$ cat config.mk
export PLATFORM = sky130hd
export DESIGN_NAME = demux_tdm4
export DESIGN_NICKNAME = d
export VERILOG_FILES = /design/src/rtl/demux_tdm4.sv
export SDC_FILE = /design/constraint.sdc
export NUM_CORES = 1
export LEC_CHECK = 0
export CAP_MARGIN = 40
export CORE_MARGIN = 3
export CORE_UTILIZATION = 46
export CTS_CLUSTER_DIAMETER = 150
export DETAILED_ROUTE_END_ITERATION = 8
export GPL_TIMING_DRIVEN = 0
export PLACE_DENSITY = 0.92
export SLEW_MARGIN = 20
export SYNTH_ARGS = -nofsm -noshare
export SYNTH_HDL_FRONTEND = slang
export SYNTH_SLANG_ARGS = --single-unit
$ cat constraint.sdc
create_clock -name clk -period 4.32 [get_ports clk]
set_input_delay 0.864 -clock clk [delete_from_list [all_inputs] [get_ports clk]]
set_output_delay 0.864 -clock clk [all_outputs]
set_load 0.005 [all_outputs]
$ cat src/rtl/demux_tdm4.sv
// Purpose : steers a time-multiplexed sample stream into per-channel A/B holding registers.
// Latency : 1 cycle from accepted sample to a_out/b_out with a_valid/b_valid set.
// Backpr. : in_ready drops when the addressed channel is still full and not acked; the source holds.
//
// Ports:
//   clk, reset        clock and synchronous active-low reset
//   in_data/in_sel    multiplexed sample and its channel tag (0 = A, 1 = B)
//   in_valid/in_ready source handshake; in_ready is combinational
//   a_out/a_valid/a_ack  channel A holding register and consumer handshake
//   b_out/b_valid/b_ack  channel B holding register and consumer handshake
//   frame_cnt         count of complete A-then-B frames (wraps)
//   frame_err/err_clr sticky ordering-violation flag and its clear

module demux_tdm4 #(
   parameter int WIDTH = 4,
   parameter int CNT_W = 8
) (
   input  logic             clk,
   input  logic             reset,
   input  logic [WIDTH-1:0] in_data,
   input  logic             in_sel,
   input  logic             in_valid,
   output logic             in_ready,
   output logic [WIDTH-1:0] a_out,
   output logic             a_valid,
   input  logic             a_ack,
   output logic [WIDTH-1:0] b_out,
   output logic             b_valid,
   input  logic             b_ack,
   output logic [CNT_W-1:0] frame_cnt,
   output logic             frame_err,
   input  logic             err_clr
);

   typedef enum logic {
      EXPECT_A = 1'b0,
      EXPECT_B = 1'b1
   } state_t;

   state_t state;
   state_t state_nxt;

   logic a_room;
   logic b_room;
   logic xfer;
   logic a_load;
   logic b_load;
   logic viol;
   logic frame_done;

   // A channel has room when empty or when its consumer is taking the
   // current word this cycle (load and drain can then happen together).
   assign a_room = ~a_valid | a_ack;
   assign b_room = ~b_valid | b_ack;

   always_comb begin
      in_ready = 1'b0;
      if (reset) begin
         in_ready = in_sel ? b_room : a_room;
      end
   end

   assign xfer   = in_valid & in_ready;
   assign a_load = xfer & ~in_sel;
   assign b_load = xfer &  in_sel;

   // ---------------------------------------------------------------
   // Frame-order FSM: state register
   // ---------------------------------------------------------------
   always_ff @(posedge clk) begin
      if (!reset) begin
         state <= EXPECT_A;
      end else begin
         state <= state_nxt;
      end
   end

   // ---------------------------------------------------------------
   // Frame-order FSM: next state. Only transfers move the FSM; an
   // out-of-order sample leaves the expectation where it was.
   // ---------------------------------------------------------------
   always_comb begin
      state_nxt = state;
      if (xfer) begin
         case (state)
            EXPECT_A: if (!in_sel) state_nxt = EXPECT_B;
            EXPECT_B: if (in_sel)  state_nxt = EXPECT_A;
            default:               state_nxt = EXPECT_A;
         endcase
      end
   end

   // ---------------------------------------------------------------
   // Frame-order FSM: outputs (decoded per-transfer events)
   // ---------------------------------------------------------------
   always_comb begin
      viol       = 1'b0;
      frame_done = 1'b0;
      if (xfer) begin
         case (state)
            EXPECT_A: viol = in_sel;
            EXPECT_B: begin
               viol       = ~in_sel;
               frame_done = in_sel;
            end
            default: viol = 1'b0;
         endcase
      end
   end

   // ---------------------------------------------------------------
   // Channel A holding register. A new load takes priority over the
   // ack so a same-cycle ack+load keeps a_valid high with fresh data.
   // ---------------------------------------------------------------
   always_ff @(posedge clk) begin
      if (!reset) begin
         a_out   <= '0;
         a_valid <= 1'b0;
      end else if (a_load) begin
         a_out   <= in_data;
         a_valid <= 1'b1;
      end else if (a_ack) begin
         a_valid <= 1'b0;
      end
   end

   // ---------------------------------------------------------------
   // Channel B holding register, same rules as A.
   // ---------------------------------------------------------------
   always_ff @(posedge clk) begin
      if (!reset) begin
         b_out   <= '0;
         b_valid <= 1'b0;
      end else if (b_load) begin
         b_out   <= in_data;
         b_valid <= 1'b1;
      end else if (b_ack) begin
         b_valid <= 1'b0;
      end
   end

   // ---------------------------------------------------------------
   // Frame counter, free-running wrap.
   // ---------------------------------------------------------------
   always_ff @(posedge clk) begin
      if (!reset) begin
         frame_cnt <= '0;
      end else if (frame_done) begin
         frame_cnt <= frame_cnt + 1'b1;
      end
   end

   // ---------------------------------------------------------------
   // Sticky ordering error. A violation in the same cycle as err_clr
   // must not be lost, so the set term is checked first.
   // ---------------------------------------------------------------
   always_ff @(posedge clk) begin
      if (!reset) begin
         frame_err <= 1'b0;
      end else if (viol) begin
         frame_err <= 1'b1;
      end else if (err_clr) begin
         frame_err <= 1'b0;
      end
   end

endmodule

==> results of run 1 <==
sequential cells by signal, summed over array words and instances, names as in the netlist:
signal / cells
frame_cnt: 8
a_out: 4
a_valid: 1
b_valid: 1
state: 1
b_out: 4
frame_err: 1
final cells by class:
type	count	area, µm²
buffer	4	16.27
clock buffer	3	22.52
clock inverter	1	30.03
fill	121	380.4
inverter	3	11.26
multi-input combinational	64	420.4
sequential	20	400.4
tap	24	30.03
timing repair buffer	30	300.3
per-layer routing:
metal / vias to the layer above / share of wire, % / routed length (µm) / GRT usage, %
li1: 381 / - / - / -
met1: 360 / 44 / 869 / 22.10
met2: 23 / 49 / 968 / 31.22
met3: 4 / 4.5 / 88 / 3.976
met4: 0 / 1.8 / 36 / 5.687
met5: - / 0 / 0 / 0
cells by family after synthesis:
kind of cell / after synthesis / synth area share, %
xor+xnor: 2 / 2.065
flops: 20 / 47.20
fa+ha+maj: 2 / 2.949
compound gates: 12 / 8.407
mux: 10 / 11.80
simple gates: 38 / 24.34
buf+inv: 7 / 3.244
power breakdown:
group / switching, W / leakage (nW) / internal (W) / total (W)
Combinational: 0.0000189 / 0.292 / 0.0000288 / 0.0000477
Sequential: 0.00000363 / 0.163 / 0.000191 / 0.000194
Clock: 0.0000595 / 0.0279 / 0.0000938 / 0.000153
synth_stat cells:
library cell	number	area, µm²
clkbuf_1	3	11.26
xnor2_1	1	8.760
mux2i_1	10	100.1
nand2b_1	6	37.54
clkinv_1	1	3.750
nand4_1	3	18.77
nor3_1	3	15.01
o31ai_1	1	7.510
xor2_1	1	8.760
nor2b_1	1	6.260
o21a_1	2	15.01
clkbuf_2	1	5.000
dfxtp_1	20	400.4
nand2_1	5	18.77
nor2_1	12	45.04
ha_1	2	25.02
a2bb2oi_1	1	8.760
a21oi_1	6	30.03
or4b_2	1	10.01
o21ai_0	2	10.01
or4_1	1	7.510
inv_1	2	7.510
and3b_4	1	12.51
and3_1	1	6.260
nor3b_1	1	7.510
or3b_1	1	8.760
or3_1	2	12.51
final timing paths:
path                 from            to  slack, ns
setup / recovery    reset      in_ready       1.00
hold / removal      state         state       0.49
setup reg to reg  b_valid  frame_cnt[7]       2.54
hold reg to reg     state         state       0.49
metrics by stage:
stage	util, %	power (W)
6_report	76.40	0.0003953
5_1_grt	76.40	0.0004100
4_1_cts	76.40	0.0003972
3_5_place_dp	73.14	0.0002461
3_3_place_gp	73.14	0.0002444
2_1_floorplan	-	0.0002186
worst max-delay path, stage by stage:
cell and delay [ns]:
clkdlybuf4s50_1 0.53, clkinv_1 0.28, nor3_1 0.25, clkdlybuf4s50_1 0.52
==> run summary, run 1 <==
• post-detail-place hpwl: 1482 µm
• syn avg cell area: 9.322 µm²
• total detailed-routing wirelength: 1962 µm
• share of the clock period used by the worst path after layout: 76.75%
• WHS: 0.4873 ns
• TritonCTS Sinks: 20
• placed standard-cell area: 0.001179 mm²
• Maximum Capacitance Violations: 0
• DRT iter0 DRCs: 23
• number of endpoints failing setup at the final stage: 0
• Placement Rows: 14
• post-layout worst setup margin: 1.004 ns
• Post-CTS Resized: 0
• category of the most critical setup path: in -> out
• clock transition time at the flip-flop clock pins of the worst setup and hold paths: 0.11 ns
• number of hold-slack violations in the final timing report: 0
• buffer count from post-CTS setup fixing: 0
• via count of the first global-routing pass: 783
• overall via count from detail_route: 768
• number of H-tree branching levels: 1
• Post-Place Cells: 145
• Synthesized Nets: 104
• top achievable clock speed: 0.3016 GHz
• via density per instance: 5.154
• effective utilization at floorplan: 52.64%
• worst hold path cell count: 2
• Initial DRT Pass Iterations: 4
• headroom to the max-slew limit: 63.83%
• flops & latches, synth: 20
• Min-Delay Path Class: reg -> reg
• VDD IR max: 0.0002980 V
• All-Layer GR Usage: 18.06%
• number of unique standard cell types used by synthesis: 27
• largest net degree at the start of global routing: 13
• overall overflow remaining after global route: 0
• DR DRC count: 0
• Final min period: 3.316 ns
• # diodes: 0
• area inside the core boundary: 0.001612 mm²
• cell at the root of the clock tree: clkbuf_4
• area growth from synthesis to layout: 45.13%
• cell area after synthesis: 848.3 µm²
• post-detailed-route wirelength per cell: 13.17 µm
• endpoint kind of the worst setup timing path: output port
• layout cells sized above 1: 5.600%
• Seq/Total Area, Yosys: 47.20%
• CTS tree: yes
• Die ar.: 0.002396 mm²
• cell count after synthesis: 91
• Longest Clk Path Bufs: 2
• I/O pin count: 31
• number of pins with negative max-slew slack in the final report: 0
• clock buffers created by TritonCTS: 3
• most frequent standard cell in the layout excluding fill and tap cells: clkdlybuf4s50_1
• required time of the critical path: 3.46 ns
• R2R depth: 5
• setup slack at placement: 1.023 ns
• Yosys warning total: 0
• worst skew pair latency: 0.31 ns
• final std cell area, no fill: 0.001231 mm²
• Pwr Density: 321.1 mW/mm²
• routability congestion estimate from global placement: 0.7731
• count of non-filler cells in the finished layout: 149
• largest fanout on the critical path: 10
• antenna violations before repair: 0
• IO Port Bufs: 30
• unrepaired setup endpoints after global routing: no
• width of the die: 48.95 µm
• setup TNS: 0 ns
• commonest cells after routing, fill and taps aside: 30 x clkdlybuf4s50_1, 20 x dfxtp_1, 12 x nor2_1, 10 x mux2i_1
• Pleak: 0.4830 nW
• # nets final: 139
• endpoint arrival time on the critical path: 2.45 ns
• kind of start point of the critical path: input pin
• global-route wire length before repair: 3484 µm
• antenna viol nets, final: 0
• CTS Hold Buffers Added: 0
• clock skew: 0.005460 ns
• Worst-Margin Slew: 0.5384 ns
• status: completed
• die height: 48.95 µm
Power figures use the tool's default switching activity.
==> inputs of run 2 (changes only) <==
Settings changed: CORE_UTILIZATION 46 to 38, PLACE_DENSITY 0.92 to 0.83.
Clock period 4.32 ns to 2.7 ns, I/O delays scaled along.
==> run summary, run 2 (synthesis gave the netlist of run 1 again) <==
• post-detailed-route wirelength per cell: 12.18 µm
• register bank with the most flops: frame_cnt
• status: completed
• post-detail-place hpwl: 1438 µm
• Pleak: 0.4770 nW
• VDD IR max: 0.0003456 V
• category of the most critical setup path: in -> out
• kind of start point of the critical path: input pin
• DRT iter0 DRCs: 13
• most frequent standard cell in the layout excluding fill and tap cells: clkdlybuf4s50_1
• largest stage delay on the critical path: 0.56 ns
• Most common cell on crit path: clkdlybuf4s50_1
• number of pins with negative max-slew slack in the final report: 0
• # diodes: 0
• required time of the critical path: 2.16 ns
• All-Layer GR Usage: 14.61%
• Filler Cells Inserted: 183
• area growth from synthesis to layout: 44.25%
• I/O pin count: 31
• antenna violations before repair: 0
• Maximum Capacitance Violations: 0
• via density per instance: 5.020
• via count of the first global-routing pass: 718
• WHS: 0.4881 ns
• overall overflow remaining after global route: 0
• number of endpoints failing setup at the final stage: 0
• commonest cells after routing, fill and taps aside: 30 x clkdlybuf4s50_1, 20 x dfxtp_1, 12 x nor2_1, 10 x mux2i_1
• slowest stage cell on the critical path: clkdlybuf4s50_1
• setup TNS: 0 ns
• number of flip-flops under the largest register name: 8
• largest registers: frame_cnt x8, a_out x4, b_out x4
• headroom to the max-slew limit: 67.87%
• clock buffers created by TritonCTS: 3
• largest net degree at the start of global routing: 11
• overall via count from detail_route: 768
• IO Port Bufs: 30
• CTS tree: yes
• Pwr Density: 429.6 mW/mm²
• cell at the root of the clock tree: clkbuf_4
• die height: 53.25 µm
• R2R depth: 5
• effective utilization at floorplan: 41.54%
• clock skew: 0.002843 ns
• share of the clock period used by the worst path after layout: 94.42%
• global-route wire length before repair: 3084 µm
• crit-path leading delay family: buffers and inverters
• layout cells sized above 1: 7.143%
• Initial DRT Pass Iterations: 4
• Final min period: 2.549 ns
• Longest Clk Path Bufs: 2
• area inside the core boundary: 0.002042 mm²
• Min-Delay Path Class: reg -> reg
• number of logic stages on the critical path including buffering: 4
• number of hold-slack violations in the final timing report: 0
• TritonCTS Sinks: 20
• endpoint arrival time on the critical path: 2.01 ns
• number of H-tree branching levels: 1
• endpoint kind of the worst setup timing path: output port
• total detailed-routing wirelength: 1864 µm
• Placement Rows: 16
• width of the die: 53.25 µm
• clock transition time at the flip-flop clock pins of the worst setup and hold paths: 0.10 ns
• CTS Hold Buffers Added: 0
• antenna viol nets, final: 0
• routability congestion estimate from global placement: 0.6951
• worst-path cell chain: clkdlybuf4s50_1, clkinvlp_4, nor3_1, clkdlybuf4s50_1
• unrepaired setup endpoints after global routing: no
• worst hold path cell count: 2
• largest fanout on the critical path: 5
• DR DRC count: 0
• worst skew pair latency: 0.29 ns
• # nets final: 141
• sum of buffers and inverters on the critical path: 3
• top achievable clock speed: 0.3923 GHz
• Die ar.: 0.002836 mm²
• Worst-Margin Slew: 0.4783 ns
## run 2: changes by cell type in the layout (fill, tap and decap cells not counted), sizes merged
cell and change:
clkinvlp +1, buf +2, clkinv -1, bufinv -1
## run 2: metal layers
metal	track usage (%)	up-vias	wire (µm)	part of all wire, %
met2	24.08	26	878	47
met5	0	-	0	0
li1	-	387	-	-
met3	3.662	2	131	7.0
met1	18.73	353	840	45
met4	3.830	0	14	0.75
## run 2: final timing paths
check | from | endpoint | slack (ns)
worst max-delay path | reset | in_ready | 0.15
worst min-delay path | state | state | 0.49
worst max register to register | b_valid | frame_cnt[7] | 0.95
worst min register to register | state | state | 0.49
## run 2: power breakdown
part | internal, W | leakage, nW | switching, W
registers | 0.000305 | 0.163 | 0.00000592
logic | 0.0000481 | 0.300 | 0.0000306
clock network | 0.0000519 | 0.0138 | 0.0000842
total | 0.000405 | 0.477 | 0.000121
## run 2: area by class of cell
type / instances / area (µm²) / share of cell area (%)
flip-flops and latches: 20 / 400.4 / 32.72
multi-input cells: 64 / 420.4 / 34.36
well taps: 27 / 33.78 / 2.761
inverters: 3 / 15.01 / 1.227
plain buffers: 4 / 16.27 / 1.329
clock buffers: 3 / 22.52 / 1.840
repair buffers: 32 / 315.3 / 25.77
## run 2: stage by stage
step	instances	power (W)	area, µm²	worst slack, ns	utilization [%]
floorplan	91	0.0003497	848.3	0.7935	-
global placement	148	0.0003918	1182	0.02520	57.90
detailed placement	148	0.0003937	1182	0.01325	57.90
CTS	151	0.0005287	1205	0.009895	59.01
global route	153	0.0005540	1224	0.06288	59.93
finish	153	0.0005257	1224	0.1508	59.93
## run 2: repair_timing
action / in CTS / in global routing
endpoints found under the setup margin: 0 / 1
gates resized for setup: 0 / 1
buffers inserted: 0 / 2
## run 2: worst reg2reg max path, stage by stage (launching register included)
cell,delay (ns)
dfxtp_1,0.33
and3b_4,0.19
or3b_1,0.36
clkbuf_2,0.16
or4_1,0.51
a21oi_1,0.14
